===== config.mk =====
export PLATFORM = sky130hd
export DESIGN_NAME = rec_play_seq
export DESIGN_NICKNAME = d
export VERILOG_FILES = /design/src/rtl/rec_play_seq.sv
export SDC_FILE = /design/constraint.sdc
export NUM_CORES = 1
export LEC_CHECK = 0
export ABC_CLOCK_PERIOD_IN_PS = 3000
export CORE_AREA = 5 5 90 100
export CTS_CLUSTER_SIZE = 28
export DETAILED_ROUTE_END_ITERATION = 16
export DIE_AREA = 0 0 95 105
export PLACE_DENSITY = 0.73
export SKIP_CTS_REPAIR_TIMING = 1
export SLEW_MARGIN = 0
export SYNTH_ARGS = -nofsm -noshare
export SYNTH_HDL_FRONTEND = slang
export SYNTH_SLANG_ARGS = --single-unit

===== constraint.sdc =====
create_clock -name clk -period 3 [get_ports clk]
set_input_delay 0.9 -clock clk [delete_from_list [all_inputs] [get_ports clk]]
set_output_delay 0.9 -clock clk [all_outputs]
set_load 0.02 [all_outputs]

===== src/rtl/rec_play_seq.sv =====
// Record/playback sequencer for the shared single-port sample RAM.
// Define LOOP_PLAYBACK_EN to repeat playback until the play button is pressed again.
module rec_play_seq #(
  parameter int ADDR_W   = 14,
  parameter int SAMPLE_W = 8
) (
  input  logic                clk,
  input  logic                reset,
  input  logic                recordBtnEN,
  input  logic                playbackBtnEN,
  input  logic                rec_sample_valid,
  input  logic [SAMPLE_W-1:0] rec_sample,
  input  logic                play_sample_req,
  output logic [SAMPLE_W-1:0] play_sample,
  output logic                play_sample_valid,
  output logic                mem_en,
  output logic                mem_we,
  output logic [ADDR_W-1:0]   mem_addr,
  output logic [SAMPLE_W-1:0] mem_wdata,
  input  logic [SAMPLE_W-1:0] mem_rdata,
  output logic                mic_en,
  output logic                aud_en,
  output logic [ADDR_W:0]     rec_len
);

  // state       | meaning
  // S_IDLE      | waiting for a button edge
  // S_RECORD    | writing decimated samples to RAM
  // S_PLAY_WAIT | playback armed, waiting for player request
  // S_PLAY_RD   | RAM read issued
  // S_PLAY_CAP  | capturing RAM read data
  typedef enum logic [2:0] {
    S_IDLE, S_RECORD, S_PLAY_WAIT, S_PLAY_RD, S_PLAY_CAP
  } state_t;

  localparam logic [ADDR_W:0] LEN_LAST = {1'b0, {ADDR_W{1'b1}}};

  state_t              r_state, w_state_nxt;
  logic                r_rec_btn_q, r_play_btn_q;
  logic                w_rec_edge, w_play_edge;
  logic [ADDR_W-1:0]   r_wr_ptr;
  logic [ADDR_W:0]     r_rd_cnt, r_rec_len, w_rd_cnt_inc;
  logic                w_rec_start, w_play_start, w_wr_fire, w_rd_fire, w_cap_fire;

  assign w_rec_edge   = recordBtnEN & ~r_rec_btn_q;
  assign w_play_edge  = playbackBtnEN & ~r_play_btn_q;
  assign w_rd_cnt_inc = r_rd_cnt + (ADDR_W+1)'(1);

  assign mic_en  = (r_state == S_RECORD);
  assign aud_en  = (r_state == S_PLAY_WAIT) || (r_state == S_PLAY_RD) || (r_state == S_PLAY_CAP);
  assign rec_len = r_rec_len;

  always_comb begin
    w_state_nxt  = r_state;
    w_rec_start  = 1'b0;
    w_play_start = 1'b0;
    w_wr_fire    = 1'b0;
    w_rd_fire    = 1'b0;
    w_cap_fire   = 1'b0;
    case (r_state)
      S_IDLE: begin
        if (w_rec_edge) begin
          w_state_nxt = S_RECORD;
          w_rec_start = 1'b1;
        end else if (w_play_edge && (r_rec_len != '0)) begin
          w_state_nxt  = S_PLAY_WAIT;
          w_play_start = 1'b1;
        end
      end
      S_RECORD: begin
        w_wr_fire = rec_sample_valid;
        // The write that fills the buffer is issued on the same edge we leave.
        if (w_rec_edge || (w_wr_fire && (r_rec_len == LEN_LAST)))
          w_state_nxt = S_IDLE;
      end
      S_PLAY_WAIT: begin
        if (w_play_edge)
          w_state_nxt = S_IDLE;
`ifndef LOOP_PLAYBACK_EN
        else if (r_rd_cnt == r_rec_len)
          w_state_nxt = S_IDLE;
`endif
        else if (play_sample_req) begin
          w_state_nxt = S_PLAY_RD;
          w_rd_fire   = 1'b1;
        end
      end
      S_PLAY_RD:  w_state_nxt = S_PLAY_CAP;
      S_PLAY_CAP: begin
        w_state_nxt = S_PLAY_WAIT;
        w_cap_fire  = 1'b1;
      end
      default: w_state_nxt = S_IDLE;
    endcase
  end

  always_ff @(posedge clk) begin
    if (reset) begin
      r_state           <= S_IDLE;
      r_rec_btn_q       <= 1'b0;
      r_play_btn_q      <= 1'b0;
      r_wr_ptr          <= '0;
      r_rd_cnt          <= '0;
      r_rec_len         <= '0;
      mem_en            <= 1'b0;
      mem_we            <= 1'b0;
      mem_addr          <= '0;
      mem_wdata         <= '0;
      play_sample       <= '0;
      play_sample_valid <= 1'b0;
    end else begin
      r_state      <= w_state_nxt;
      r_rec_btn_q  <= recordBtnEN;
      r_play_btn_q <= playbackBtnEN;
      mem_en       <= w_wr_fire | w_rd_fire;
      mem_we       <= w_wr_fire;
      if (w_rec_start) begin
        r_wr_ptr  <= '0;
        r_rec_len <= '0;
      end
      if (w_wr_fire) begin
        mem_addr  <= r_wr_ptr;
        mem_wdata <= rec_sample;
        r_wr_ptr  <= r_wr_ptr + ADDR_W'(1);
        r_rec_len <= r_rec_len + (ADDR_W+1)'(1);
      end
      if (w_play_start)
        r_rd_cnt <= '0;
      // The read counter is one bit wider than the address so a full buffer ends cleanly.
      if (w_rd_fire)
        mem_addr <= r_rd_cnt[ADDR_W-1:0];
      play_sample_valid <= w_cap_fire;
      if (w_cap_fire) begin
        play_sample <= mem_rdata;
`ifdef LOOP_PLAYBACK_EN
        r_rd_cnt <= (w_rd_cnt_inc == r_rec_len) ? '0 : w_rd_cnt_inc;
`else
        r_rd_cnt <= w_rd_cnt_inc;
`endif
      end
    end
  end

endmodule

==> results of run 1 <==
==> worst max-delay path by stage <==
| stage | start | to |
|---|---|---|
| 2_1_floorplan | r_state[1] | aud_en |
| 3_3_place_gp | playbackBtnEN | mem_addr[2] |
| 3_5_place_dp | playbackBtnEN | mem_addr[6] |
| 4_1_cts | r_state[0] | mic_en |
| 5_1_grt | r_state[0] | mic_en |
| 6_report | r_state[0] | mic_en |
==> layer usage <==
| layer | global-route usage, % | routed length [um] | vias to the layer above |
|---|---|---|---|
| li1 | - | - | 1821 |
| met1 | 28.9 | 4810 | 1725 |
| met2 | 33.8 | 4860 | 134 |
| met3 | 5.90 | 869 | 15 |
| met4 | 7.84 | 176 | 0 |
| met5 | 0 | 0 | - |
==> cell usage in the layout, fill, tap and decap left out, drive strengths merged, types with 6 or more instances in the layout <==
cell type / count
nor3: 13
nand4: 6
o21ai: 17
xnor2: 7
nand2: 88
nand3: 21
clkbuf: 12
buf: 16
nor2: 60
and3: 10
a31oi: 6
mux2: 7
a311oi: 22
clkdlybuf4s50: 70
a21oi: 44
dfxtp: 82
xor2: 14
nor4: 7
==> sequential cells by signal (all words and copies together), names as in the netlist, 3 cells and up <==
signal       cells
r_rd_cnt        15
rec_len         15
mem_addr        14
r_wr_ptr        14
mem_wdata        8
play_sample      8
r_state          3
==> cells in the mapped netlist, drive strengths merged, types with 4 or more instances <==
master  instances
a21oi          44
a311oi         22
a31oi           6
and3           10
buf            11
clkbuf         22
dfxtp          82
ha              4
inv             4
mux2            7
nand2          88
nand3          21
nand3b          5
nand4           6
nor2           60
nor3           13
nor4            7
o21ai          17
xnor2           7
xor2           14
==> layout make-up <==
type	count	area (um2)	area share, %
sequential	82	1640	33.9
timing repair buffer	86	818	16.9
tap	108	135	2.79
multi-input combinational	363	2060	42.6
clock buffer	12	145	3.00
clock inverter	4	26.3	0.542
inverter	4	15.0	0.310
==> logic make-up (layout without fill, tap and decap cells) <==
family / after synthesis / after routing / share of synthesized area, %
adder cells (fa/ha/maj): 4 / 4 / 1.29
multiplexers: 7 / 7 / 2.04
buffers and inverters: 37 / 106 / 4.24
AND/OR/NAND/NOR: 230 / 230 / 27.8
flip-flops: 82 / 82 / 42.4
AO/OA/AOI/OAI: 101 / 101 / 17.4
XOR/XNOR: 21 / 21 / 4.76
==> worst max-delay path: cells and delay by family (launching register included) <==
kind                   cells  cell delay, ns
flip-flops                 1            0.43
buffers and inverters      1            0.66
AND/OR/NAND/NOR            1            0.32
==> report_power, final <==
group / switching [mW] / internal [mW] / total (mW) / leakage (nW)
Combinational: 0.0938 / 0.0681 / 0.162 / 0.948
Clock: 0.409 / 0.325 / 0.734 / 0.0868
Sequential: 0.00850 / 1.10 / 1.11 / 0.661
Total: 0.512 / 1.49 / 2.00 / 1.70
==> metrics by stage <==
step / power [mW] / std cells / worst slack [ns] / hold WS, ns / instance area, um2
2_1_floorplan: 1.21 / 482 / 0.745 / 0.460 / 3870
3_3_place_gp: 1.29 / 643 / 0.407 / 0.441 / 4670
3_5_place_dp: 1.29 / 643 / 0.326 / 0.447 / 4670
4_1_cts: 2.01 / 659 / 0.342 / 0.458 / 4840
5_1_grt: 2.07 / 659 / 0.221 / 0.478 / 4840
6_report: 2.00 / 659 / 0.332 / 0.457 / 4840
==> results.sh, run 1 <==
export IMPL_outcome="finished clean"
export IMPL_slew_headroom_pct=47.5
export IMPL_crit_path_cell_trace="nor3b_2, clkdlybuf4s50_1"
export IMPL_end_kind="output port"
export IMPL_path_clk_slew_ns=0.08
export IMPL_core_area_um2=7830
export IMPL_via_per_inst=5.61
export IMPL_dr_pass1_iters=4
export IMPL_diodes=0
export IMPL_postSynthAreaPerCell_um2=8.02
export IMPL_synth_edf_count=0
export IMPL_setup_viol=0
export IMPL_worst_setup_path_type="flop to output port"
export IMPL_ys_types=47
export IMPL_synth_top_area_share_pct=42.4
export IMPL_rows=34
export IMPL_cts_htree_levels=3
export IMPL_power_density_nw_per_um2=413
export IMPL_crit_path_top_delay_cell="clkdlybuf4s50_1"
export IMPL_hold_path_class="flop to flop"
export IMPL_p_leak_nw=1.70
export IMPL_insertion_delay_ns=0.35
export IMPL_die_area_um2=9980
export IMPL_hold_path_end="mem_wdata[3]"
export IMPL_grt_start_max_net_pins=53
export IMPL_root_buffer="clkbuf_8"
export IMPL_worstPathRequired_ns=2.10
export IMPL_syn_to_final_growth_pct=25.2
export IMPL_worst_pin_slew_ns=0.783
export IMPL_initial_core_util_pct=49.4
export IMPL_hpwlAfterDp_um=7600
export IMPL_rsz0062_at_grt="false"
export IMPL_numClockSinks=82
export IMPL_grt_remaining_overflow=0
export IMPL_track_usage_pct=21.8
export IMPL_drc_errors=0
export IMPL_die_h_um=105
export IMPL_die_x_um=95
export IMPL_synth_area_leaders="dfxtp_1, nand2_1, nor2_1, a21oi_1, a311oi_1"
export IMPL_routed_wl_um=10700
export IMPL_crit_path_start_kind="flop"
export IMPL_ant_nets=0
export IMPL_gp_congestion=0.856
export IMPL_cp_arrival_ns=1.77
export IMPL_hold_viol_final=0
export IMPL_rr_worst_depth=6
export IMPL_drv_slew=0
export IMPL_fmax_mhz=375
export IMPL_num_fill_cells=721
export IMPL_via_count=3695
export IMPL_min_period_ns=2.67
export IMPL_peakVddDrop_mv=0.277
export IMPL_synth_top_area_cell="dfxtp_1"
export IMPL_slowest_delay_ns=0.66
export IMPL_cts_buffer_depth=2
export IMPL_synth_flop_cell="dfxtp_1"
export IMPL_async_reset_ff_share_pct=0
export IMPL_synth_nets=508
export IMPL_antenna_found_initial=0
export IMPL_drive_gt1_share_pct=8.89
export IMPL_syn_inst=482
export IMPL_cts_made_buffers=9
export IMPL_r2r_start="rec_len[5]"
export IMPL_cp_max_fo=6
export IMPL_setup_tns_ns=0
export IMPL_ys_seq_area_share_pct=42.4
export IMPL_io_buffer_count=71
export IMPL_skew_ns=0.00910
export IMPL_cts_tree="built"
export IMPL_timing_rr_end="mem_addr[6]"
export IMPL_yosysWarnings=0
export IMPL_ys_ff_latch=82
export IMPL_grt_pass1_vias=3505
export IMPL_min_period_over_period_pct=88.9
export IMPL_post_route_util_pct=61.9
export IMPL_min_delay_start="mem_wdata[3]"
export IMPL_wl_per_cell_um=16.3
export IMPL_reg2reg_slack_ns=0.70
export IMPL_drv_cap=0
export IMPL_drt_iter0_drc=244
export IMPL_grt_first_pass_wirelength_um=17400
export IMPL_synth_area_um2=3870
export IMPL_io_pins=72
export IMPL_finish_net_count=572
export IMPL_whs_path_depth=2
No activity file was read; power rests on OpenSTA's default activity.
==> run 2, diff against run 1 <==
REMOVE_ABC_BUFFERS = 1   (was not set)
==> run 2 against run 1 <==
Utilization grew 1.4 points. Total power is 16% higher. Cell count down 0.46%. Maximum frequency shrank 0.15%. Largest cell class unchanged.
==> results.sh, run 2 (synthesis gave the netlist of run 1 again) <==
export IMPL_die_area_um2=9980
export IMPL_drive_gt1_share_pct=8.58
export IMPL_numClockSinks=82
export IMPL_worstPathRequired_ns=2.10
export IMPL_rsz0062_at_grt="false"
export IMPL_hpwlAfterDp_um=7360
export IMPL_via_count=3742
export IMPL_num_fill_cells=716
export IMPL_slew_headroom_pct=46.3
export IMPL_io_pins=72
export IMPL_grt_remaining_overflow=0
export IMPL_cts_buffer_depth=2
export IMPL_drt_iter0_drc=288
export IMPL_drv_slew=0
export IMPL_syn_to_final_growth_pct=28.1
export IMPL_pwr_share_comb_pct=7.1
export IMPL_initial_core_util_pct=49.4
export IMPL_worst_pin_slew_ns=0.801
export IMPL_rows=34
export IMPL_r2r_start="r_rd_cnt[5]"
export IMPL_layout_commonest_cell="nand2_1"
export IMPL_antenna_found_initial=0
export IMPL_finish_net_count=569
export IMPL_root_buffer="clkbuf_8"
export IMPL_drc_errors=0
export IMPL_switchingPower_mw=0.503
export IMPL_track_usage_pct=21.7
export IMPL_cp_max_fo=6
export IMPL_worst_setup_path_type="flop to output port"
export IMPL_ant_nets=0
export IMPL_grt_first_pass_wirelength_um=17300
export IMPL_hold_viol_final=0
export IMPL_post_route_util_pct=63.3
export IMPL_p_int_mw=1.83
export IMPL_die_x_um=95
export IMPL_io_buffer_count=71
export IMPL_clock_power_share_pct=45.5
export IMPL_fmax_mhz=374
export IMPL_core_area_um2=7830
export IMPL_insertion_delay_ns=0.36
export IMPL_crit_path_start_kind="flop"
export IMPL_power_density_nw_per_um2=470
export IMPL_sw_frac_of_total_pct=21.6
export IMPL_cts_htree_levels=3
export IMPL_final_cell_mix="nand2_1, dfxtp_1, clkdlybuf4s50_1"
export IMPL_gp_congestion=0.853
export IMPL_peakVddDrop_mv=0.307
export IMPL_min_period_over_period_pct=89.1
export IMPL_end_kind="output port"
export IMPL_cp_arrival_ns=1.77
export IMPL_die_h_um=105
export IMPL_diodes=0
export IMPL_path_clk_slew_ns=0.08
export IMPL_cts_tree="built"
export IMPL_dr_pass1_iters=5
export IMPL_p_seq_share_pct=47.4
export IMPL_p_leak_nw=1.74
export IMPL_grt_start_max_net_pins=33
export IMPL_fin_hold_ws_ns=0.456
export IMPL_via_per_inst=5.70
export IMPL_setup_tns_ns=0
export IMPL_setup_viol=0
export IMPL_drv_cap=0
export IMPL_grt_pass1_vias=3624
export IMPL_outcome="finished clean"
export IMPL_min_period_ns=2.67
export IMPL_crit_start="r_state[0]"
export IMPL_cts_made_buffers=9
export IMPL_routed_wl_um=10400
export IMPL_min_delay_start="play_sample[5]"
export IMPL_wl_per_cell_um=15.9
export IMPL_skew_ns=0.00830
export IMPL_hold_path_class="flop to flop"
[run 2: changes by cell type in the layout (fill, tap and decap cells not counted)]
cell	change
buf_4	-6
buf_12	+3
clkinv_2	-1
clkinvlp_4	-1
bufinv_16	+4
clkbuf_1	-1
inv_6	-1
[run 2: worst paths after layout]
| check | cells after the start | to | slack, ns |
|---|---|---|---|
| worst min register to register | 2 | play_sample[5] | 0.46 |
| worst max-delay path | 2 | mic_en | 0.33 |
| worst min-delay path | 2 | play_sample[5] | 0.46 |
| worst max register to register | 6 | mem_addr[2] | 0.71 |
[run 2: final cells by class]
type                    count  area [um2]  share of cell area, %
clock buffers              11         141                   2.85
multi-input cells         363        2060                   41.6
flip-flops and latches     82        1640                   33.1
inverters                   4        15.0                  0.303
repair buffers             83         833                   16.8
well taps                 108         135                   2.73
clock inverters             5         125                   2.53
[run 2: critical path, cell delays in order, from the launching register on]
cell             delay, ns
dfxtp_1               0.44
nor3b_2               0.31
clkdlybuf4s50_1       0.66
[run 2: metal layers]
metal | global-route usage (%) | vias to the layer above | share of wire (%)
met2 | 35.4 | 124 | 47
met3 | 4.82 | 17 | 6.8
met5 | 0 | - | 0
li1 | - | 1820 | -
met4 | 9.59 | 0 | 2.1
met1 | 27.3 | 1781 | 44
[run 2: metrics by stage]
step	total power [mW]	instance area, um2	setup WS (ns)	cells
after detailed placement	1.30	4690	0.296	640
after floorplan	1.19	3720	0.236	449
after CTS	2.35	4950	0.326	656
after global placement	1.29	4690	0.415	640
after global routing	2.41	4950	0.272	656
final	2.33	4950	0.327	656
[run 2: power groups by stage]
stage	registers, mW	clock network (mW)	logic (mW)
floorplan	1.13	0	0.0568
global placement	1.13	0	0.164
detailed placement	1.13	0	0.165
CTS	1.10	1.08	0.166
global route	1.11	1.13	0.180
finish	1.10	1.06	0.166
==> run 3, diff against run 2 <==
PLACE_DENSITY = 0.85   (was 0.73)
==> run 3 against run 2 <==
Wire length decreased by 0.45%. Utilization decreased by 0.88 points. Combinational power decreased by 6%. First-iteration DRC count decreased by 19%. Die area unchanged. Worst setup slack improved by 0.0017 ns. Hold slack got worse by 0.0022 ns. Largest power group unchanged. Clock skew increased by 0.0021 ns. Highest routed layer unchanged. Sequential power about the same. Non-clock buffer count decreased by 2.
==> results.sh, run 3 (synthesis gave the netlist of run 1 again) <==
export IMPL_routed_wl_um=10400
export IMPL_p_int_mw=1.72
export IMPL_path_clk_slew_ns=0.08
export IMPL_grt_remaining_overflow=0
export IMPL_initial_core_util_pct=49.4
export IMPL_die_h_um=105
export IMPL_grt_pass1_vias=3542
export IMPL_final_cell_mix="nand2_1, dfxtp_1, clkdlybuf4s50_1"
export IMPL_layout_commonest_cell="nand2_1"
export IMPL_r2r_start="r_rd_cnt[5]"
export IMPL_die_area_um2=9980
export IMPL_drc_errors=0
export IMPL_sw_frac_of_total_pct=23.4
export IMPL_min_period_ns=2.67
export IMPL_root_buffer="clkbuf_8"
export IMPL_skew_ns=0.0104
export IMPL_crit_path_top_delay_cell="clkdlybuf4s50_1"
export IMPL_numClockSinks=82
export IMPL_power_density_nw_per_um2=460
export IMPL_clock_power_share_pct=43.9
export IMPL_via_per_inst=5.74
export IMPL_whs_path_depth=2
export IMPL_cts_buffer_depth=2
export IMPL_hpwlAfterDp_um=7270
export IMPL_min_delay_start="play_sample[7]"
export IMPL_rsz0062_at_grt="false"
export IMPL_slowest_delay_ns=0.66
export IMPL_grt_first_pass_wirelength_um=17000
export IMPL_diodes=0
export IMPL_end_kind="output port"
export IMPL_worst_pin_slew_ns=0.768
export IMPL_drv_cap=0
export IMPL_total_power_mw=2.25
export IMPL_cp_max_fo=6
export IMPL_peakVddDrop_mv=0.280
export IMPL_worst_slack_ns=0.329
export IMPL_post_route_util_pct=62.4
export IMPL_fmax_mhz=374
export IMPL_core_area_um2=7830
export IMPL_rr_worst_depth=6
export IMPL_p_leak_nw=1.71
export IMPL_p_seq_share_pct=49.1
export IMPL_antenna_found_initial=0
export IMPL_outcome="finished clean"
export IMPL_finish_net_count=567
export IMPL_setup_viol=0
export IMPL_track_usage_pct=21.0
export IMPL_fin_cells=654
export IMPL_min_period_over_period_pct=89.0
export IMPL_wl_per_cell_um=15.9
export IMPL_dp_cells=638
export IMPL_worst_setup_path_type="flop to output port"
export IMPL_drive_gt1_share_pct=8.42
export IMPL_pwr_share_comb_pct=6.9
export IMPL_grt_start_max_net_pins=46
export IMPL_slew_headroom_pct=48.6
export IMPL_io_buffer_count=71
export IMPL_crit_path_cell_trace="nor3b_2, clkdlybuf4s50_1"
export IMPL_timing_rr_end="mem_addr[2]"
export IMPL_cts_made_buffers=9
export IMPL_ant_nets=0
export IMPL_cts_tree="built"
export IMPL_gp_congestion=0.901
export IMPL_drt_iter0_drc=232
export IMPL_hold_path_class="flop to flop"
export IMPL_rows=34
export IMPL_insertion_delay_ns=0.36
export IMPL_worstPathRequired_ns=2.10
export IMPL_dr_pass1_iters=6
export IMPL_crit_path_start_kind="flop"
export IMPL_pre_cts_ws_ns=0.273
export IMPL_hold_path_end="play_sample[7]"
export IMPL_cp_arrival_ns=1.77
export IMPL_reg2reg_slack_ns=0.63
export IMPL_num_fill_cells=711
export IMPL_cts_htree_levels=3
export IMPL_switchingPower_mw=0.526
export IMPL_io_pins=72
export IMPL_via_count=3754
export IMPL_drv_slew=0
export IMPL_setup_tns_ns=0
export IMPL_die_x_um=95
export IMPL_hold_viol_final=0
export IMPL_syn_to_final_growth_pct=26.3
==> run 3: power groups by stage <==
| stage | clock, mW | sequential (mW) | combinational [mW] |
|---|---|---|---|
| after detailed placement | 0 | 1.13 | 0.154 |
| after CTS | 1.00 | 1.10 | 0.155 |
| final | 0.988 | 1.10 | 0.156 |
| after floorplan | 0 | 1.13 | 0.0568 |
| after global placement | 0 | 1.13 | 0.151 |
| after global routing | 1.05 | 1.11 | 0.168 |
==> run 3: final cells by class <==
| type | instances | area [um2] | share of cell area [%] |
|---|---|---|---|
| Multi-Input combinational cell | 363 | 2060 | 42.2 |
| Sequential cell | 82 | 1640 | 33.6 |
| Inverter | 4 | 15.0 | 0.307 |
| Tap cell | 108 | 135 | 2.77 |
| Clock inverter | 7 | 126 | 2.59 |
| Clock buffer | 9 | 124 | 2.54 |
| Timing Repair Buffer | 81 | 781 | 16.0 |
==> run 3: how the worst max path moves through the flow <==
stage                       start  cells after the start            to
detailed placement  playbackBtnEN                      6   mem_addr[2]
CTS                    r_state[0]                      2        mic_en
global placement    playbackBtnEN                      6  mem_addr[12]
floorplan              r_state[0]                      6  r_wr_ptr[12]
finish                 r_state[0]                      2        mic_en
global route           r_state[0]                      2        mic_en
==> run 3: layer usage <==
| layer | share of wire, % | GRT usage (%) | vias to the layer above |
|---|---|---|---|
| met5 | 0 | 0 | - |
| met2 | 47 | 33.7 | 166 |
| met3 | 7.5 | 5.90 | 23 |
| li1 | - | - | 1818 |
| met4 | 1.9 | 6.91 | 0 |
| met1 | 43 | 27.0 | 1747 |
==> run 3: critical path, delay by kind of cell (launching register included) <==
family                 cells  cell delay [ns]
buffers and inverters      1             0.66
flip-flops                 1             0.44
AND/OR/NAND/NOR            1             0.32
==> run 3: stage by stage <==
step | instance area, um2 | hold slack (ns)
detailed placement | 4630 | 0.445
floorplan | 3720 | 0.454
global placement | 4630 | 0.441
finish | 4880 | 0.454
CTS | 4880 | 0.457
global route | 4880 | 0.474
